**config.mk**
```make
export PLATFORM = sky130hd
export DESIGN_NAME = hdmi_rx_decoder_flat
export DESIGN_NICKNAME = d
export VERILOG_FILES = /design/src/rtl/hdmi_rx_decoder_if.sv /design/src/rtl/hdmi_rx_decoder.sv /design/src/flat_wrapper.sv
export SDC_FILE = /design/constraint.sdc
export NUM_CORES = 2
export LEC_CHECK = 0
export ABC_AREA = 1
export CORE_UTILIZATION = 35
export CTS_CLUSTER_SIZE = 16
export DETAILED_ROUTE_END_ITERATION = 12
export SLEW_MARGIN = 10
export SYNTH_ARGS = -nofsm -noshare
export SYNTH_HDL_FRONTEND = slang
export SYNTH_SLANG_ARGS = --single-unit
```
**constraint.sdc**
```tcl
create_clock -name px_clk_i -period 12.1 [get_ports px_clk_i]
set_input_delay 1.21 -clock px_clk_i [delete_from_list [all_inputs] [get_ports px_clk_i]]
set_output_delay 1.21 -clock px_clk_i [all_outputs]
set_load 0.05 [all_outputs]
```
**src/rtl/hdmi_rx_decoder_if.sv**
```systemverilog
// rtl/hdmi_rx_decoder_if.sv - AXI4-Stream video bus driven by hdmi_rx_decoder
interface hdmi_rx_decoder_if;
  logic [31:0] tdata;
  logic        tvalid;
  logic        tready;
  logic        tuser;
  logic        tlast;

  modport master (output tdata, output tvalid, output tuser, output tlast, input tready);
  modport slave  (input tdata, input tvalid, input tuser, input tlast, output tready);
endinterface

```
**src/rtl/hdmi_rx_decoder.sv**
```systemverilog
// rtl/hdmi_rx_decoder.sv - TMDS (DVI) decode, video framing and output FIFO
module hdmi_rx_decoder #(
  parameter int FIFO_DEPTH = 64,
  parameter bit VSYNC_POL  = 1'b1
) (
  input  logic              px_clk_i,
  input  logic              rst_n_i,
  input  logic [9:0]        tmds_ch0_i,
  input  logic [9:0]        tmds_ch1_i,
  input  logic [9:0]        tmds_ch2_i,
  hdmi_rx_decoder_if.master video_o,
  output logic              overflow_o,
  input  logic              clr_ovf_i
);
  localparam int AW = $clog2(FIFO_DEPTH);

  typedef enum logic {PASS, DROP} drop_state_t;

  function automatic logic [7:0] tmds_decode(input logic [9:0] q);
    logic [7:0] b;
    logic [7:0] d;
    b    = q[9] ? ~q[7:0] : q[7:0];
    d[0] = b[0];
    for (int i = 1; i < 8; i++) d[i] = q[8] ? (b[i] ^ b[i-1]) : ~(b[i] ^ b[i-1]);
    return d;
  endfunction

  logic       ctrl_tok;
  logic [1:0] ctrl_c;

  always_comb begin
    ctrl_tok = 1'b1;
    ctrl_c   = 2'b00;
    case (tmds_ch0_i)
      10'b1101010100: ctrl_c = 2'b00;
      10'b0010101011: ctrl_c = 2'b01;
      10'b0101010100: ctrl_c = 2'b10;
      10'b1010101011: ctrl_c = 2'b11;
      default:        ctrl_tok = 1'b0;
    endcase
  end

  logic [23:0] s1_pix;
  logic        s1_de, s1_hs, s1_vs;
  logic        vs_act_q, sof_armed;
  logic [23:0] s2_pix;
  logic        s2_valid, s2_user;
  logic        s1_vs_act;

  assign s1_vs_act = (s1_vs == VSYNC_POL);

  // Sync levels are held through active video so edge detection only sees blanking.
  always_ff @(posedge px_clk_i or negedge rst_n_i) begin
    if (!rst_n_i) begin
      s1_pix    <= '0;
      s1_de     <= 1'b0;
      s1_hs     <= 1'b0;
      s1_vs     <= 1'b0;
      vs_act_q  <= ~VSYNC_POL;
      sof_armed <= 1'b0;
      s2_pix    <= '0;
      s2_valid  <= 1'b0;
      s2_user   <= 1'b0;
    end else begin
      s1_de  <= ~ctrl_tok;
      s1_pix <= {tmds_decode(tmds_ch2_i), tmds_decode(tmds_ch1_i), tmds_decode(tmds_ch0_i)};
      if (ctrl_tok) begin
        s1_hs <= ctrl_c[0];
        s1_vs <= ctrl_c[1];
      end
      vs_act_q <= s1_vs_act;
      if (s1_vs_act && !vs_act_q) sof_armed <= 1'b1;
      else if (s1_de)             sof_armed <= 1'b0;
      s2_valid <= s1_de;
      if (s1_de) begin
        s2_pix  <= s1_pix;
        s2_user <= sof_armed;
      end
    end
  end

  logic [33:0]  mem [FIFO_DEPTH];
  logic [AW:0]  wr_ptr, rd_ptr;
  logic [33:0]  head;
  logic         empty, full, rd_en, wr_try, ovf_evt, wr_en;
  drop_state_t  drop_q, drop_d;

  assign empty   = (wr_ptr == rd_ptr);
  assign full    = (wr_ptr[AW] != rd_ptr[AW]) && (wr_ptr[AW-1:0] == rd_ptr[AW-1:0]);
  assign rd_en   = video_o.tvalid && video_o.tready;
  // The stage-2 pixel leaves whenever a lookahead word sits in stage 1, i.e. every cycle.
  assign wr_try  = s2_valid && ((drop_q == PASS) || s2_user);
  assign ovf_evt = wr_try && full && !rd_en;
  assign wr_en   = wr_try && !ovf_evt;

  always_comb begin
    drop_d = drop_q;
    if (ovf_evt)                drop_d = DROP;
    else if (wr_en && s2_user)  drop_d = PASS;
  end

  always_ff @(posedge px_clk_i) begin
    if (wr_en) mem[wr_ptr[AW-1:0]] <= {8'h00, s2_pix, s2_user, ~s1_de};
  end

  always_ff @(posedge px_clk_i or negedge rst_n_i) begin
    if (!rst_n_i) begin
      wr_ptr     <= '0;
      rd_ptr     <= '0;
      drop_q     <= PASS;
      overflow_o <= 1'b0;
    end else begin
      drop_q <= drop_d;
      if (wr_en) wr_ptr <= wr_ptr + (AW+1)'(1);
      if (rd_en) rd_ptr <= rd_ptr + (AW+1)'(1);
      if (ovf_evt)        overflow_o <= 1'b1;
      else if (clr_ovf_i) overflow_o <= 1'b0;
    end
  end

  assign head           = empty ? '0 : mem[rd_ptr[AW-1:0]];
  assign video_o.tvalid = ~empty;
  assign video_o.tdata  = head[33:2];
  assign video_o.tuser  = head[1];
  assign video_o.tlast  = head[0];
endmodule

```
**src/flat_wrapper.sv**
```systemverilog
// flat-port wrapper written by rule: the top's interface ports become plain ports
module hdmi_rx_decoder_flat 
#(
  parameter int FIFO_DEPTH = 64,
  parameter bit VSYNC_POL  = 1'b1
)
  (px_clk_i, rst_n_i, tmds_ch0_i, tmds_ch1_i, tmds_ch2_i, overflow_o, clr_ovf_i, video_o_tdata, video_o_tvalid, video_o_tuser, video_o_tlast, video_o_tready);
  hdmi_rx_decoder_if video_o_i ();
  input  logic px_clk_i;
  input  logic rst_n_i;
  input  logic [9:0] tmds_ch0_i;
  input  logic [9:0] tmds_ch1_i;
  input  logic [9:0] tmds_ch2_i;
  output logic overflow_o;
  input  logic clr_ovf_i;
  output wire logic [$bits(video_o_i.tdata)-1:0] video_o_tdata;
  output wire logic [$bits(video_o_i.tvalid)-1:0] video_o_tvalid;
  output wire logic [$bits(video_o_i.tuser)-1:0] video_o_tuser;
  output wire logic [$bits(video_o_i.tlast)-1:0] video_o_tlast;
  input wire logic [$bits(video_o_i.tready)-1:0] video_o_tready;
  assign video_o_tdata = video_o_i.tdata;
  assign video_o_tvalid = video_o_i.tvalid;
  assign video_o_tuser = video_o_i.tuser;
  assign video_o_tlast = video_o_i.tlast;
  assign video_o_i.tready = video_o_tready;
  hdmi_rx_decoder #(.FIFO_DEPTH(FIFO_DEPTH), .VSYNC_POL(VSYNC_POL)) u_core (.px_clk_i(px_clk_i), .rst_n_i(rst_n_i), .tmds_ch0_i(tmds_ch0_i), .tmds_ch1_i(tmds_ch1_i), .tmds_ch2_i(tmds_ch2_i), .video_o(video_o_i), .overflow_o(overflow_o), .clr_ovf_i(clr_ovf_i));
endmodule
```
**Word-level counts from Yosys, hierarchy flattened**

Memories as Yosys holds them, arrays and structs flattened.
Index checks and enable logic that the tools add are counted.

- Flip-flop bits (word level): 70
- Memory bits (writable): 1,664
- Bits of input ports: 34
- Output and inout bits: 36
- Logic and storage cells: 122
- Memories: 1

- $add $sub $neg: 2
- Equal/unequal tests: 7
- Muxes and demuxes: 35
- Bitwise operators: 49
- Reduce and logical (&&, ||, !) cells: 16

Memories:

| memory | words | bits a word | rd ports | clocked after memory_dff | write ports | RTL line | text |
|---|---|---|---|---|---|---|---|
| u_core.mem | 64 | 26 | 1 | 0 | 1 | hdmi_rx_decoder.sv:82 | `logic [33:0] mem [FIFO_DEPTH];` |

Operator list:

| operator | number |
|---|---|
| 34-bit 2-to-1 mux | 1 |
| 1-bit 2-to-1 mux | 30 |
| 1-bit NOT | 25 |
| 8-bit 2-to-1 mux | 3 |
| 8-bit NOT | 3 |
| 1-bit bitwise XOR | 21 |
| 10-bit equality test (second input constant) | 2 |
| 7-bit by 1-bit adder with 7-bit output (second input constant) | 2 |
| 10-bit by 8-bit equality test with 1-bit output (second input constant) | 1 |
| 10-bit by 9-bit equality test with 1-bit output (second input constant) | 1 |
| 1-bit logical AND | 8 |
| 7-bit equality test | 1 |
| 6-bit equality test | 1 |
| 2-bit case mux with 3 select lines | 1 |
| 2-bit nonzero test | 3 |
| 4-bit OR reduction | 1 |
| 1-bit logical NOT | 3 |
| 1-bit logical OR | 1 |
| 1-bit != test | 1 |

**Depth between registers and ports, before layout**

- Depth in word-level cells: 10
- Depth in mapped cells: 14
- Depth with buffers taken out: 11

**Worst setup path before layout**

Ideal clock, no wire load.

- Path kind: register to register
- Start: register u_core.s2_user
- End: memory u_core.mem[7][0] (netlist bit) (enable)
- Setup time: 475 ps
- Data arrival time: 4,277 ps
- Data required time: 11,625 ps
- Slack: 7,349 ps
- Stages on the path, launching flop included: 6
- Period minus slack after synthesis: 4,751 ps
- Cells stage by stage: dfrtp_1 -> inv_2 -> a21oi_2 -> nand2_4 -> buf_6 -> nor4_1

- Cells in the longest elaborated chain, start to end: 8

RTL lines:

| element | RTL line | text |
|---|---|---|
| start, declared | hdmi_rx_decoder.sv:47 | `logic s2_valid, s2_user;` |
| start signal, assigned | hdmi_rx_decoder.sv:77 | `s2_user <= sof_armed;` |
| 1-bit logical OR (*) | hdmi_rx_decoder.sv:92 | `assign wr_try = s2_valid && ((drop_q == PASS) \|\| s2_user);` |
| 1-bit logical AND (*) | hdmi_rx_decoder.sv:92 |  |
| 1-bit logical AND (2 in a row) | hdmi_rx_decoder.sv:93 | `assign ovf_evt = wr_try && full && !rd_en;` |
| 1-bit logical NOT | hdmi_rx_decoder.sv:94 | `assign wr_en = wr_try && !ovf_evt;` |
| 1-bit logical AND (*) | hdmi_rx_decoder.sv:94 |  |
| 1-bit 2-to-1 mux (*) | hdmi_rx_decoder.sv:103 | `if (wr_en) mem[wr_ptr[AW-1:0]] <= {8'h00, s2_pix, s2_user, ~s1_de};` |
| 1-bit 2-to-1 mux (implied by the code) (*) | hdmi_rx_decoder.sv:103 |  |
| end, declared | hdmi_rx_decoder.sv:82 |  |

Every way passes the cells marked *; elsewhere a longest branch is shown, timed or not.

**Worst setup path in the final report**

- Start: register u_core.rd_ptr[0]
- End: output port video_o_tdata[14]

- Cells in the longest elaborated chain, start to end: 2

RTL lines:

| element | RTL line | text |
|---|---|---|
| start, declared | hdmi_rx_decoder.sv:83 | `logic [AW:0] wr_ptr, rd_ptr;` |
| start signal, assigned | hdmi_rx_decoder.sv:115 | `if (rd_en) rd_ptr <= rd_ptr + (AW+1)'(1);` |
| memory 64 x 26 bit or 7-bit equality test (tied branches) | - |  |
| 34-bit 2-to-1 mux (*) | hdmi_rx_decoder.sv:121 | `assign head = empty ? '0 : mem[rd_ptr[AW-1:0]];` |
| end, declared | flat_wrapper.sv:16 | `output wire logic [$bits(video_o_i.tdata)-1:0] video_o_tdata;` |

Marked as above.

==> impl_results.md <==
- PD cells: 246 nW/um^2
- Pin count of the biggest net entering global routing: roughly 180
- Post-DP HPWL: ~110,000 um
- Area growth syn-to-layout: 12.6%
- Max Slew Vio Count: 0
- Final Cycle Share: 0.621
- Cell variety after synth: 34
- Yosys reg bits: about 1,700
- ANT nets after route: 0
- Setup violations, final: 0
- Max VDD drop: 225 uV
- Initial detailed-routing violation count: between 5,000 and 6,000
- EDFF count, synth: about 1,700
- Met3 Use GR: 0.0253
- CTS buffer count: about 180
- RSZ-0062 raised after global routing: false
- Post-CTS setup buffers: 0
- GRT Max-Usage Layer: met2
- Cts hold-fix bufs: 0
- Clock skew: about 32 ps
- Final Instance Area: 81,300 um^2
- Tmin final: about 7500 ps
- Startpoint Class: register
- Clock Latency Late Sink: 820 ps
- Pre-Repair DR Iteration Count: 6
- Sequential share of the synthesized area: 0.716
- TritonCTS clock tree: built
- Site row count: approximately 170
- CTS max path bufs: 3
- Fraction of layout cells with a size suffix above 1: 0.0723
- Gpl congestion: 0.852
- Critical Path RT: approximately 11,000 ps
- Clock Sinks: around 1,700
- Diodes inserted: 0
- CTS Root Cell: clkbuf_16
- Initial antenna violation count: 4
- Post-CTS resize count: 0
- Placed cell area: 75,700 um^2
- Via count: approximately 48,000
- DIE AREA: 208,000 um^2
- WS Path Type: register to output pin
- Worst rel slew slack: 0.241
- Outcome: complete, no violations
- Pleak: about 31 nW
- Non-filler cells, final: around 9,400
- # nets final: between 6,000 and 7,000
- Avg Vias per Cell: roughly 5
- MaxCap Viol Count: 0
- First-pass GRT wire length: about 300,000 um
- Area contributors post-synth: edfxtp_1 (69%), nand2_1 (13%), nand3_1 (6.7%), inv_1 (2.6%), dfrtp_1 (2.4%)
- Chip Width: about 460 um
- Worst Path Arrival: roughly 6300 ps
- Number of port buffers: between 60 and 70
- Total Routed Length: approximately 200,000 um
- Clock Pin Slew Worst Setup and Hold Paths: 60 ps
- Vias in the first global route: between 40,000 and 50,000
- CP Capture Type: output pin
- Worst Tran Pin Value: roughly 1100 ps
- Setup_tns: 0 ps
- Overflow after GRT: 0
- Core Area: ~200,000 um^2
- Worst hold path type: register to register
- Synth warn: 0
- CP max FO: 180
- Synth Flop Type: edfxtp_1
- Final Hold Fails: 0
- DRC: 0
- Cell taking the most area after synthesis: edfxtp_1
- Syn Inst Count: ~6,600
- Global Route Usage Sum: 0.191
- Wire per inst: 21.5 um
- H-tree depth: 4
- Mapped cell area: a little over 70,000 um^2
- Synth top area share: 0.692
- Placed cells: approximately 9,100
- FMAX: 133 MHz
- FFs w/ async S/R, synth: 0.0404
- GRT met2 Usage: 0.311
- Initial Utilization: 0.353
- Io pins: 70
- Die height: 456 um
- Post-Syn Area per Cell: between 10 and 15 um^2
- GR met1 Demand/Resource: 0.259
where the power goes:
group          switching (mW)  total [mW]  internal (mW)
Combinational            5.46        7.21           1.75
Sequential              0.239        7.44           7.20
Clock                    2.30        5.38           3.08
area by class of cell:
type | instances | area [um^2]
fill | 19200 | 123000
tap | 2688 | 3360
clock inverter | 86 | 878
inverter | 513 | 1960
clock buffer | 234 | 4750
sequential | 1734 | 51800
multi-input combinational | 3973 | 17000
timing repair buffer | 181 | 1570
layout by cell type (no fill, tap or decap), types with 3 or more instances in the layout:
master,Yosys,final
clkinv_1,2,38
conb_1,1,8
nand3_4,4,4
clkinvlp_4,0,6
buf_12,0,5
xnor2_1,14,14
dfrtp_1,70,41
clkbuf_16,0,178
buf_4,35,116
nor3_1,29,13
nor2_1,168,120
inv_2,8,6
inv_16,0,3
clkinv_2,1,15
inv_6,0,7
nor2_4,0,10
inv_1,502,500
a21oi_1,133,133
o21ai_0,29,29
nor2_2,2,40
clkbuf_8,0,9
nand3_1,963,963
bufinv_16,0,15
nand2_1,2558,2558
dfrtp_2,0,25
dfrtp_4,0,4
clkdlybuf4s50_1,0,60
or2_2,8,8
clkbuf_1,87,47
inv_4,0,3
edfxtp_1,1664,1664
nor3_2,0,16
xor2_1,34,34
nand4_1,7,7
registers in the layout, indices dropped and copies added (netlist names):
name	flops
u_core.mem	1664
u_core.vs_act_q	1
u_core.s2_valid	1
u_core.s1_pix	24
u_core.s1_de	1
u_core.s2_pix	24
u_core.wr_ptr	7
u_core.overflow_o	1
u_core.sof_armed	1
u_core.s1_vs	1
u_core.rd_ptr	7
u_core.drop_q	1
u_core.s2_user	1
per-stage QoR:
step                power, mW   util  hold WS [ps]  worst slack, ps
floorplan                12.1      -           352             7350
global placement         14.7  0.370           423             5560
detailed placement       14.7  0.370           429             5560
CTS                      20.1  0.397           437             4680
global route             20.9  0.397           437             4520
finish                   20.0  0.397           423             4580
critical path, stage by stage (launching register included):
cell	delay [ps]
dfrtp_4	740
inv_16	440
buf_4	600
buf_4	600
nand2_1	110
nand2_1	90
nand2_1	50
nand3_1	90
nand3_1	100
nand2_1	210
nand2_1	100
nand2_1	150
inv_1	50
a21oi_1	710
clkdlybuf4s50_1	960
synthesized netlist by cell type (14+ instances only):
| cell | n |
|---|---|
| xnor2_1 | 14 |
| edfxtp_1 | 1664 |
| nand3_1 | 963 |
| a21oi_1 | 133 |
| nand2_1 | 2558 |
| dfrtp_1 | 70 |
| xor2_1 | 34 |
| nor2_1 | 168 |
| o21ai_0 | 29 |
| buf_2 | 199 |
| buf_1 | 39 |
| inv_1 | 502 |
| nor3_1 | 29 |
| clkbuf_1 | 87 |
| buf_4 | 35 |
routing by layer:
layer,vias up,share of wire
met2,1997,0.47
met4,2,0.037
met5,-,0.000064
met3,316,0.072
li1,21900,-
met1,23300,0.42
cell families after synthesis:
group | count (synthesis) | share of synthesized area
flip-flops | 1734 | 0.716
other | 1 | 0.0000519
XOR/XNOR | 48 | 0.00582
AND/OR/NAND/NOR | 3751 | 0.214
adder cells (fa/ha/maj) | 2 | 0.000346
buffers and inverters | 880 | 0.0517
AO/OA/AOI/OAI | 164 | 0.0115
path summary, 6_finish.rpt:
path	start	to	slack [ps]	cells past startpoint
setup reg to reg	u_core.rd_ptr[2]	u_core.mem[6][0]	6640	12
max in group asynchronous	rst_n_i	u_core.rd_ptr[1]	10700	1
min in group asynchronous	rst_n_i	u_core.s2_pix[12]	550	1
setup / recovery	u_core.rd_ptr[0]	video_o_tdata[14]	4580	14
hold / removal	u_core.s1_vs	u_core.vs_act_q	420	0
hold reg to reg	u_core.s1_vs	u_core.vs_act_q	420	0
Note: power is estimated with default switching activity, not from simulation.
